==> config.mk <==
export PLATFORM = sky130hd
export DESIGN_NAME = i2s_rx
export DESIGN_NICKNAME = d
export VERILOG_FILES = /design/src/rtl/i2s_rx_pkg.sv /design/src/rtl/i2s_rx_edge_sync.sv /design/src/rtl/i2s_rx.sv
export SDC_FILE = /design/constraint.sdc
export NUM_CORES = 1
export LEC_CHECK = 0
export BUFFER_PORTS_ARGS = -buffer_cell sky130_fd_sc_hd__buf_4
export CORE_MARGIN = 5
export CORE_UTILIZATION = 64
export CTS_CLUSTER_DIAMETER = 100
export DETAILED_ROUTE_END_ITERATION = 8
export PLACE_DENSITY = 0.84
export SLEW_MARGIN = 20
export SYNTH_ARGS = -nofsm -noshare
export SYNTH_HDL_FRONTEND = slang
export SYNTH_SLANG_ARGS = --single-unit
==> constraint.sdc <==
create_clock -name clk -period 4.4 [get_ports clk]
set_input_delay 0.22 -clock clk [delete_from_list [all_inputs] [get_ports clk]]
set_output_delay 0.22 -clock clk [all_outputs]
set_load 0.01 [all_outputs]
==> src/rtl/i2s_rx_pkg.sv <==
// Shared constants and enumerations for the I2S receive path.
package i2s_pkg;

  localparam int DATA_W_DEF      = 24;
  localparam int SLOT_W_DEF      = 32;
  localparam int SYNC_STAGES_DEF = 2;

  typedef enum logic {
    CH_L = 1'b0,
    CH_R = 1'b1
  } chan_e;

  typedef enum logic [1:0] {
    ALIGN = 2'd0,
    SKIP  = 2'd1,
    SHIFT = 2'd2,
    PAD   = 2'd3
  } state_e;

endpackage

==> src/rtl/i2s_rx_edge_sync.sv <==
// Pin synchronisers for bclk/lrclk/sdata, plus the bclk rise pulse and the
// LRCLK change detect evaluated on each bclk rise.
module i2s_edge_sync #(
  parameter int SYNC_STAGES = 2
) (
  input  logic clk,
  input  logic rst,
  input  logic i_bclk,
  input  logic i_lrclk,
  input  logic i_sdata,
  output logic o_b_rise,
  output logic o_lr,
  output logic o_sd,
  output logic o_lr_edge
);

  logic [SYNC_STAGES-1:0] r_bclk_sync;
  logic [SYNC_STAGES-1:0] r_lr_sync;
  logic [SYNC_STAGES-1:0] r_sd_sync;
  logic                   r_bclk_prev;
  logic                   r_lr_prev;
  logic                   r_lr_seen;
  logic                   w_b_rise;
  logic                   w_lr;

  // NOTE: synchroniser flops carry no reset; resetting them would fabricate a
  // bclk rise when reset is released while the pin is high.
  always_ff @(posedge clk) begin
    r_bclk_sync <= {r_bclk_sync[SYNC_STAGES-2:0], i_bclk};
    r_lr_sync   <= {r_lr_sync[SYNC_STAGES-2:0], i_lrclk};
    r_sd_sync   <= {r_sd_sync[SYNC_STAGES-2:0], i_sdata};
    r_bclk_prev <= r_bclk_sync[SYNC_STAGES-1];
  end

  assign w_b_rise = r_bclk_sync[SYNC_STAGES-1] & ~r_bclk_prev;
  assign w_lr     = r_lr_sync[SYNC_STAGES-1];

  // The first sample after reset only seeds the history; it is never an edge.
  always_ff @(posedge clk) begin
    if (rst) begin
      r_lr_prev <= 1'b0;
      r_lr_seen <= 1'b0;
    end else if (w_b_rise) begin
      r_lr_prev <= w_lr;
      r_lr_seen <= 1'b1;
    end
  end

  assign o_b_rise  = w_b_rise;
  assign o_lr      = w_lr;
  assign o_sd      = r_sd_sync[SYNC_STAGES-1];
  assign o_lr_edge = w_b_rise & r_lr_seen & (w_lr != r_lr_prev);

endmodule

==> src/rtl/i2s_rx.sv <==
// Slave-mode I2S receiver: deserialises left/right words and offers pairs on
// a valid/ready port. Define I2S_RX_LEVEL_METER_EN to add the peak level meter.
module i2s_rx
  import i2s_pkg::*;
#(
  parameter int DATA_W      = DATA_W_DEF,
  parameter int SYNC_STAGES = SYNC_STAGES_DEF,
  parameter int SLOT_W      = SLOT_W_DEF
) (
  input  logic              clk,
  input  logic              rst,
  input  logic              bclk,
  input  logic              lrclk,
  input  logic              sdata,
  output logic [DATA_W-1:0] out_l,
  output logic [DATA_W-1:0] out_r,
  output logic              out_valid,
  input  logic              out_ready,
  output logic              overflow,
  output logic              err,
  input  logic              clr_flags
`ifdef I2S_RX_LEVEL_METER_EN
  ,
  output logic [DATA_W-2:0] level
`endif
);

  localparam int                   CNT_W      = $clog2(DATA_W + 1);
  localparam int                   SLOT_CNT_W = $clog2(SLOT_W + 2);
  localparam logic [CNT_W-1:0]     DATA_W_C   = CNT_W'(DATA_W);
  localparam logic [SLOT_CNT_W-1:0] SLOT_C    = SLOT_CNT_W'(SLOT_W);

  logic                  w_b_rise;
  logic                  w_lr;
  logic                  w_sd;
  logic                  w_lr_edge;

  state_e                r_state;
  chan_e                 r_chan;
  logic [DATA_W-1:0]     r_shift;
  logic [CNT_W-1:0]      r_bitcnt;
  logic [DATA_W-1:0]     r_word_l;
  logic [DATA_W-1:0]     r_word_r;
  logic                  r_pair_pend;
  logic                  r_short_err;
  logic [SLOT_CNT_W-1:0] r_slot_cnt;
  logic                  r_slot_armed;
  logic                  r_slot_err;
  logic [DATA_W-1:0]     r_out_l;
  logic [DATA_W-1:0]     r_out_r;
  logic                  r_out_valid;
  logic                  r_overflow;
  logic                  r_err;

  logic [DATA_W-1:0]     w_shift_next;
  logic [CNT_W-1:0]      w_bitcnt_next;
  logic [CNT_W-1:0]      w_pad_bits;
  logic [DATA_W-1:0]     w_partial;
  logic                  w_latch;
  logic [DATA_W-1:0]     w_latch_val;
  logic                  w_load;
  logic                  w_drop;

  i2s_edge_sync #(
    .SYNC_STAGES(SYNC_STAGES)
  ) u_sync (
    .clk      (clk),
    .rst      (rst),
    .i_bclk   (bclk),
    .i_lrclk  (lrclk),
    .i_sdata  (sdata),
    .o_b_rise (w_b_rise),
    .o_lr     (w_lr),
    .o_sd     (w_sd),
    .o_lr_edge(w_lr_edge)
  );

  assign w_shift_next  = {r_shift[DATA_W-2:0], w_sd};
  assign w_bitcnt_next = r_bitcnt + 1'b1;
  assign w_pad_bits    = DATA_W_C - r_bitcnt;
  assign w_partial     = r_shift << w_pad_bits;

  // NOTE: every always_comb output gets a default first so no latch is inferred.
  always_comb begin
    w_latch     = 1'b0;
    w_latch_val = w_shift_next;
    if (w_b_rise && r_state == SHIFT) begin
      if (w_lr_edge) begin
        w_latch     = 1'b1;
        w_latch_val = w_partial;
      end else if (w_bitcnt_next == DATA_W_C) begin
        w_latch = 1'b1;
      end
    end
  end

  // The b_rise on which LRCLK changes is slot position 0; SKIP drops the next one.
  always_ff @(posedge clk) begin
    if (rst) begin
      r_state     <= ALIGN;
      r_chan      <= CH_L;
      r_shift     <= '0;
      r_bitcnt    <= '0;
      r_word_l    <= '0;
      r_word_r    <= '0;
      r_pair_pend <= 1'b0;
      r_short_err <= 1'b0;
    end else begin
      r_pair_pend <= 1'b0;
      r_short_err <= 1'b0;
      if (w_b_rise) begin
        case (r_state)
          ALIGN: if (w_lr_edge && !w_lr) begin
            r_state <= SKIP;
            r_chan  <= CH_L;
          end
          SKIP: if (w_lr_edge) begin
            r_chan <= chan_e'(w_lr);
          end else begin
            r_state  <= SHIFT;
            r_bitcnt <= '0;
            r_shift  <= '0;
          end
          SHIFT: if (w_lr_edge) begin
            r_short_err <= 1'b1;
            r_state     <= SKIP;
            r_chan      <= chan_e'(w_lr);
          end else begin
            r_shift  <= w_shift_next;
            r_bitcnt <= w_bitcnt_next;
            if (w_bitcnt_next == DATA_W_C) r_state <= PAD;
          end
          PAD: if (w_lr_edge) begin
            r_state <= SKIP;
            r_chan  <= chan_e'(w_lr);
          end
          default: r_state <= ALIGN;
        endcase
      end
      if (w_latch) begin
        if (r_chan == CH_L) begin
          r_word_l <= w_latch_val;
        end else begin
          r_word_r    <= w_latch_val;
          r_pair_pend <= 1'b1;
        end
      end
    end
  end

  // Slot length is judged only between two observed LRCLK edges.
  always_ff @(posedge clk) begin
    if (rst) begin
      r_slot_cnt   <= '0;
      r_slot_armed <= 1'b0;
      r_slot_err   <= 1'b0;
    end else begin
      r_slot_err <= 1'b0;
      if (w_b_rise) begin
        if (w_lr_edge) begin
          r_slot_err   <= r_slot_armed && (r_slot_cnt != SLOT_C);
          r_slot_armed <= 1'b1;
          r_slot_cnt   <= SLOT_CNT_W'(1);
        end else if (r_slot_cnt <= SLOT_C) begin
          r_slot_cnt <= r_slot_cnt + 1'b1;
        end
      end
    end
  end

  assign w_load = r_pair_pend && (!r_out_valid || out_ready);
  assign w_drop = r_pair_pend && r_out_valid && !out_ready;

  always_ff @(posedge clk) begin
    if (rst) begin
      r_out_l     <= '0;
      r_out_r     <= '0;
      r_out_valid <= 1'b0;
      r_overflow  <= 1'b0;
      r_err       <= 1'b0;
    end else begin
      if (w_load) begin
        r_out_l     <= r_word_l;
        r_out_r     <= r_word_r;
        r_out_valid <= 1'b1;
      end else if (out_ready) begin
        r_out_valid <= 1'b0;
      end
      if (w_drop)         r_overflow <= 1'b1;
      else if (clr_flags) r_overflow <= 1'b0;
      if (r_short_err || r_slot_err) r_err <= 1'b1;
      else if (clr_flags)            r_err <= 1'b0;
    end
  end

  assign out_l     = r_out_l;
  assign out_r     = r_out_r;
  assign out_valid = r_out_valid;
  assign overflow  = r_overflow;
  assign err       = r_err;

`ifdef I2S_RX_LEVEL_METER_EN
  logic [DATA_W-2:0] r_level;
  logic [15:0]       r_decay;
  logic [DATA_W-2:0] w_mag_l;
  logic [DATA_W-2:0] w_mag_r;
  logic [DATA_W-2:0] w_level_max;

  // Magnitude of a two's-complement word; the most negative code saturates.
  function automatic logic [DATA_W-2:0] mag(input logic [DATA_W-1:0] x);
    logic [DATA_W-1:0] neg;
    neg = -x;
    if (!x[DATA_W-1])                             return x[DATA_W-2:0];
    else if (x == {1'b1, {(DATA_W-1){1'b0}}})     return '1;
    else                                          return neg[DATA_W-2:0];
  endfunction

  assign w_mag_l = mag(r_word_l);
  assign w_mag_r = mag(r_word_r);

  always_comb begin
    w_level_max = r_level;
    if (w_mag_l > w_level_max) w_level_max = w_mag_l;
    if (w_mag_r > w_level_max) w_level_max = w_mag_r;
  end

  // The decay timer restarts on every load so a fresh peak holds a full period.
  always_ff @(posedge clk) begin
    if (rst) begin
      r_level <= '0;
      r_decay <= '0;
    end else if (w_load) begin
      r_level <= w_level_max;
      r_decay <= '0;
    end else begin
      r_decay <= r_decay + 1'b1;
      if (&r_decay && r_level != '0) r_level <= r_level - 1'b1;
    end
  end

  assign level = r_level;
`endif

endmodule

==> key figures <==
Outcome
  – Status: finished, final reports clean

Logic synthesis
  – Syn Inst Count: 827
  – Most instantiated cells after synthesis: dfxtp_1, nand2_1, nor2_1
  – Xor/xnor share of the synthesized area: less than 1%
  – Most used flip-flop cell after synthesis: dfxtp_1
  – Most numerous cell in the Yosys netlist: dfxtp_1
  – Synth Net Count: 844
  – Syn Area/Cell: ~8.6 sq um
  – Post-synthesis register bit count: 150
  – Post-synth EDFFs: 0
  – Post-synthesis compound-gate area fraction: around a fifth
  – FFs w/ async S/R, synth: 0%
  – Mux share of post-synthesis cell area: about a tenth
  – Synth cell types: 67
  – Synth top area share: 42.3%
  – Adder-cell area share of the yosys netlist: approximately 1.8%
  – Cell taking the most area after synthesis: dfxtp_1
  – Synth area leaders: dfxtp_1, nand2_1, nor2_1
  – Largest family of logic cells by synthesized area: compound AO/OA/AOI/OAI gates
  – Yosys synthesis warning count: 0
  – Post-synthesis instance area: ~7100 sq um
  – Register area share after synthesis: between 40% and 50%
  – Simple-gate share of the synthesized area: roughly 19%

Floorplanning
  – Top-level port count: 58
  – Die width: around 120 um
  – Die height: around 120 um
  – Die ar.: about 13,000 sq um
  – # rows: 38
  – Initial core utilization: roughly 65%
  – CORE AREA: about 11,000 sq um

Global routing
  – Gr usage total: about 30%
  – Vias in the first global route: 6,077
  – Initial antenna violation count: 0
  – First-pass GRT wire length: 31,200 um
  – Gr ovfl total: 0
  – Largest net degree at the start of global routing: between 90 and 100

Detailed routing
  – Vias post-DR: 6,372
  – Post-route ant nets: 0
  – Vias per cell: approximately 6.3
  – Drt wl/cell: 19.1 um
  – DRC Markers: 0
  – Drt initial violations: ~740
  – WL final: approximately 19,000 um
  – Drt first pass iters: 5

STA
  – Unrepaired setup endpoints after global routing: no
  – Period utilisation layout: about three quarters
  – Final Slew Violations: 0
  – FMAX: just over 300 MHz
  – Slew @ Worst Pin: 0.954 ns
  – Minimum clock period: 3.26 ns
  – Final hold viol count: 0
  – TNS Setup: 0 ns
  – Max-slew headroom: 36.2%
  – Final setup vio count: 0
  – Clk_skew: roughly 0.006 ns
  – Min setup slack post-route: between 1 and 1.5 ns

Critical path
  – R2r startpoint: r_bitcnt[1]
  – Worst EP arrival: 3.69 ns
  – CP required: 4.83 ns
  – Worst-path maximum fanout: 12
  – Critical path origin: r_bitcnt[1]
  – Critical path class: reg -> reg
  – Worst setup SP type: flip-flop
  – CP endpoint kind: flip-flop

Job
  – Max_cap viols: 0

Clock network
  – H-tree levels: 4
  – Root buffer cell: clkbuf_8
  – Clock slew at reported path FFs: 0.06 ns
  – Num CTS Buffers: 17
  – CTS tree: built
  – CTS sink cnt: 150
  – Post-CTS Setup Repair Bufs: 0
  – CTS max path bufs: 2
  – Worst-skew pair later-pin latency: 0.54 ns

Power
  – Power per cell area: 357 nW/um^2
  – Max VDD drop: slightly below 0.0003 V
  – Leak: approximately 3.0 nW

Worst hold path
  – Hold_sp: out_ready
  – Worst Hold Class: in -> reg

Finish
  – Area growth, synth to finish: 14.9%
  – # diodes: 0
  – Layout cell share with drive strength beyond 1: approximately 17%
  – # nets final: 876

Placement
  – IO buf count: 57
  – Setup slack after placement: about 1.2 ns
  – Gpl congestion: between 0.9 and 1
  – HPWL after detailed placement: about 13,000 um
[cell usage in the layout (no fill, tap or decap), drive strengths merged, types with 10 or more instances in the layout]
cell	Yosys	layout
ha	10	10
a21oi	78	78
buf	25	70
o221ai	10	10
mux4	11	11
a211oi	19	19
nor3	26	26
nand2	139	139
a22oi	28	28
clkbuf	36	22
mux2i	29	29
mux2	12	12
o21ai	15	15
dfxtp	150	150
inv	20	22
nor2	114	114
[area by class of cell]
| type | instances | area (sq um) |
|---|---|---|
| timing repair buffer | 74 | 566 |
| clock buffer | 22 | 473 |
| multi-input combinational | 596 | 3710 |
| fill | 797 | 2690 |
| inverter | 20 | 75.1 |
| clock inverter | 10 | 143 |
| tap | 140 | 175 |
| sequential | 150 | 3000 |
[layer usage]
layer  share of wire [%]  track usage, %
met4                 2.3            11.8
met5                   0               0
met1                  43            39.7
met2                  47            47.8
met3                 7.7            6.00
[repair_timing]
item | 4_1_cts | 5_1_grt
hold buffers | 4 | 0
setup endpoints to repair | 0 | 0
hold endpoints to repair | 4 | 0
gates resized for setup | 0 | 0
[sequential cells by signal, indices dropped and copies added, names as in the netlist, 5 cells and up]
name        flops
r_word_l       24
r_shift        24
r_word_r       24
r_slot_cnt      6
r_bitcnt        5
out_r          24
out_l          24
[power breakdown]
group	total (mW)	switching (mW)	internal, mW
Combinational	0.0483	0.0341	0.0142
Sequential	1.37	0.00528	1.36
Clock	1.49	0.565	0.929
Total	2.91	0.604	2.31
[cells by family after synthesis]
kind of cell / Yosys count
simple gates: 321
flops: 150
buf+inv: 81
xor+xnor: 7
compound gates: 206
fa+ha+maj: 10
mux: 52
[critical path, stage by stage, from the launching register on]
cell and delay [ns]:
dfxtp_1 0.59, inv_1 0.10, ha_1 0.31, a2111oi_1 0.50
nor3_1 0.15, nor2_1 0.66, o221ai_1 0.23, or3_1 0.37
a32o_1 0.26
[worst paths after layout]
| check | endpoint | slack [ns] | cells past startpoint |
|---|---|---|---|
| max | r_word_l[21] | 1.14 | 8 |
| min | out_valid | 0.004 | 4 |
| max reg2reg | r_word_l[21] | 1.14 | 8 |
| min reg2reg | u_sync.r_bclk_sync[1] | 0.34 | 0 |
[metrics by stage]
step	std cells	util, %	hold slack (ns)	area [sq um]	total power [mW]
global placement	976	69.1	0.315	7490	1.44
global route	1012	75.2	0.0384	8150	2.99
detailed placement	976	69.1	0.313	7490	1.44
floorplan	827	-	0.248	7090	1.43
CTS	1012	75.2	0.00149	8150	2.92
finish	1012	75.2	0.00355	8150	2.91
Note: power is estimated with default switching activity, not from simulation.
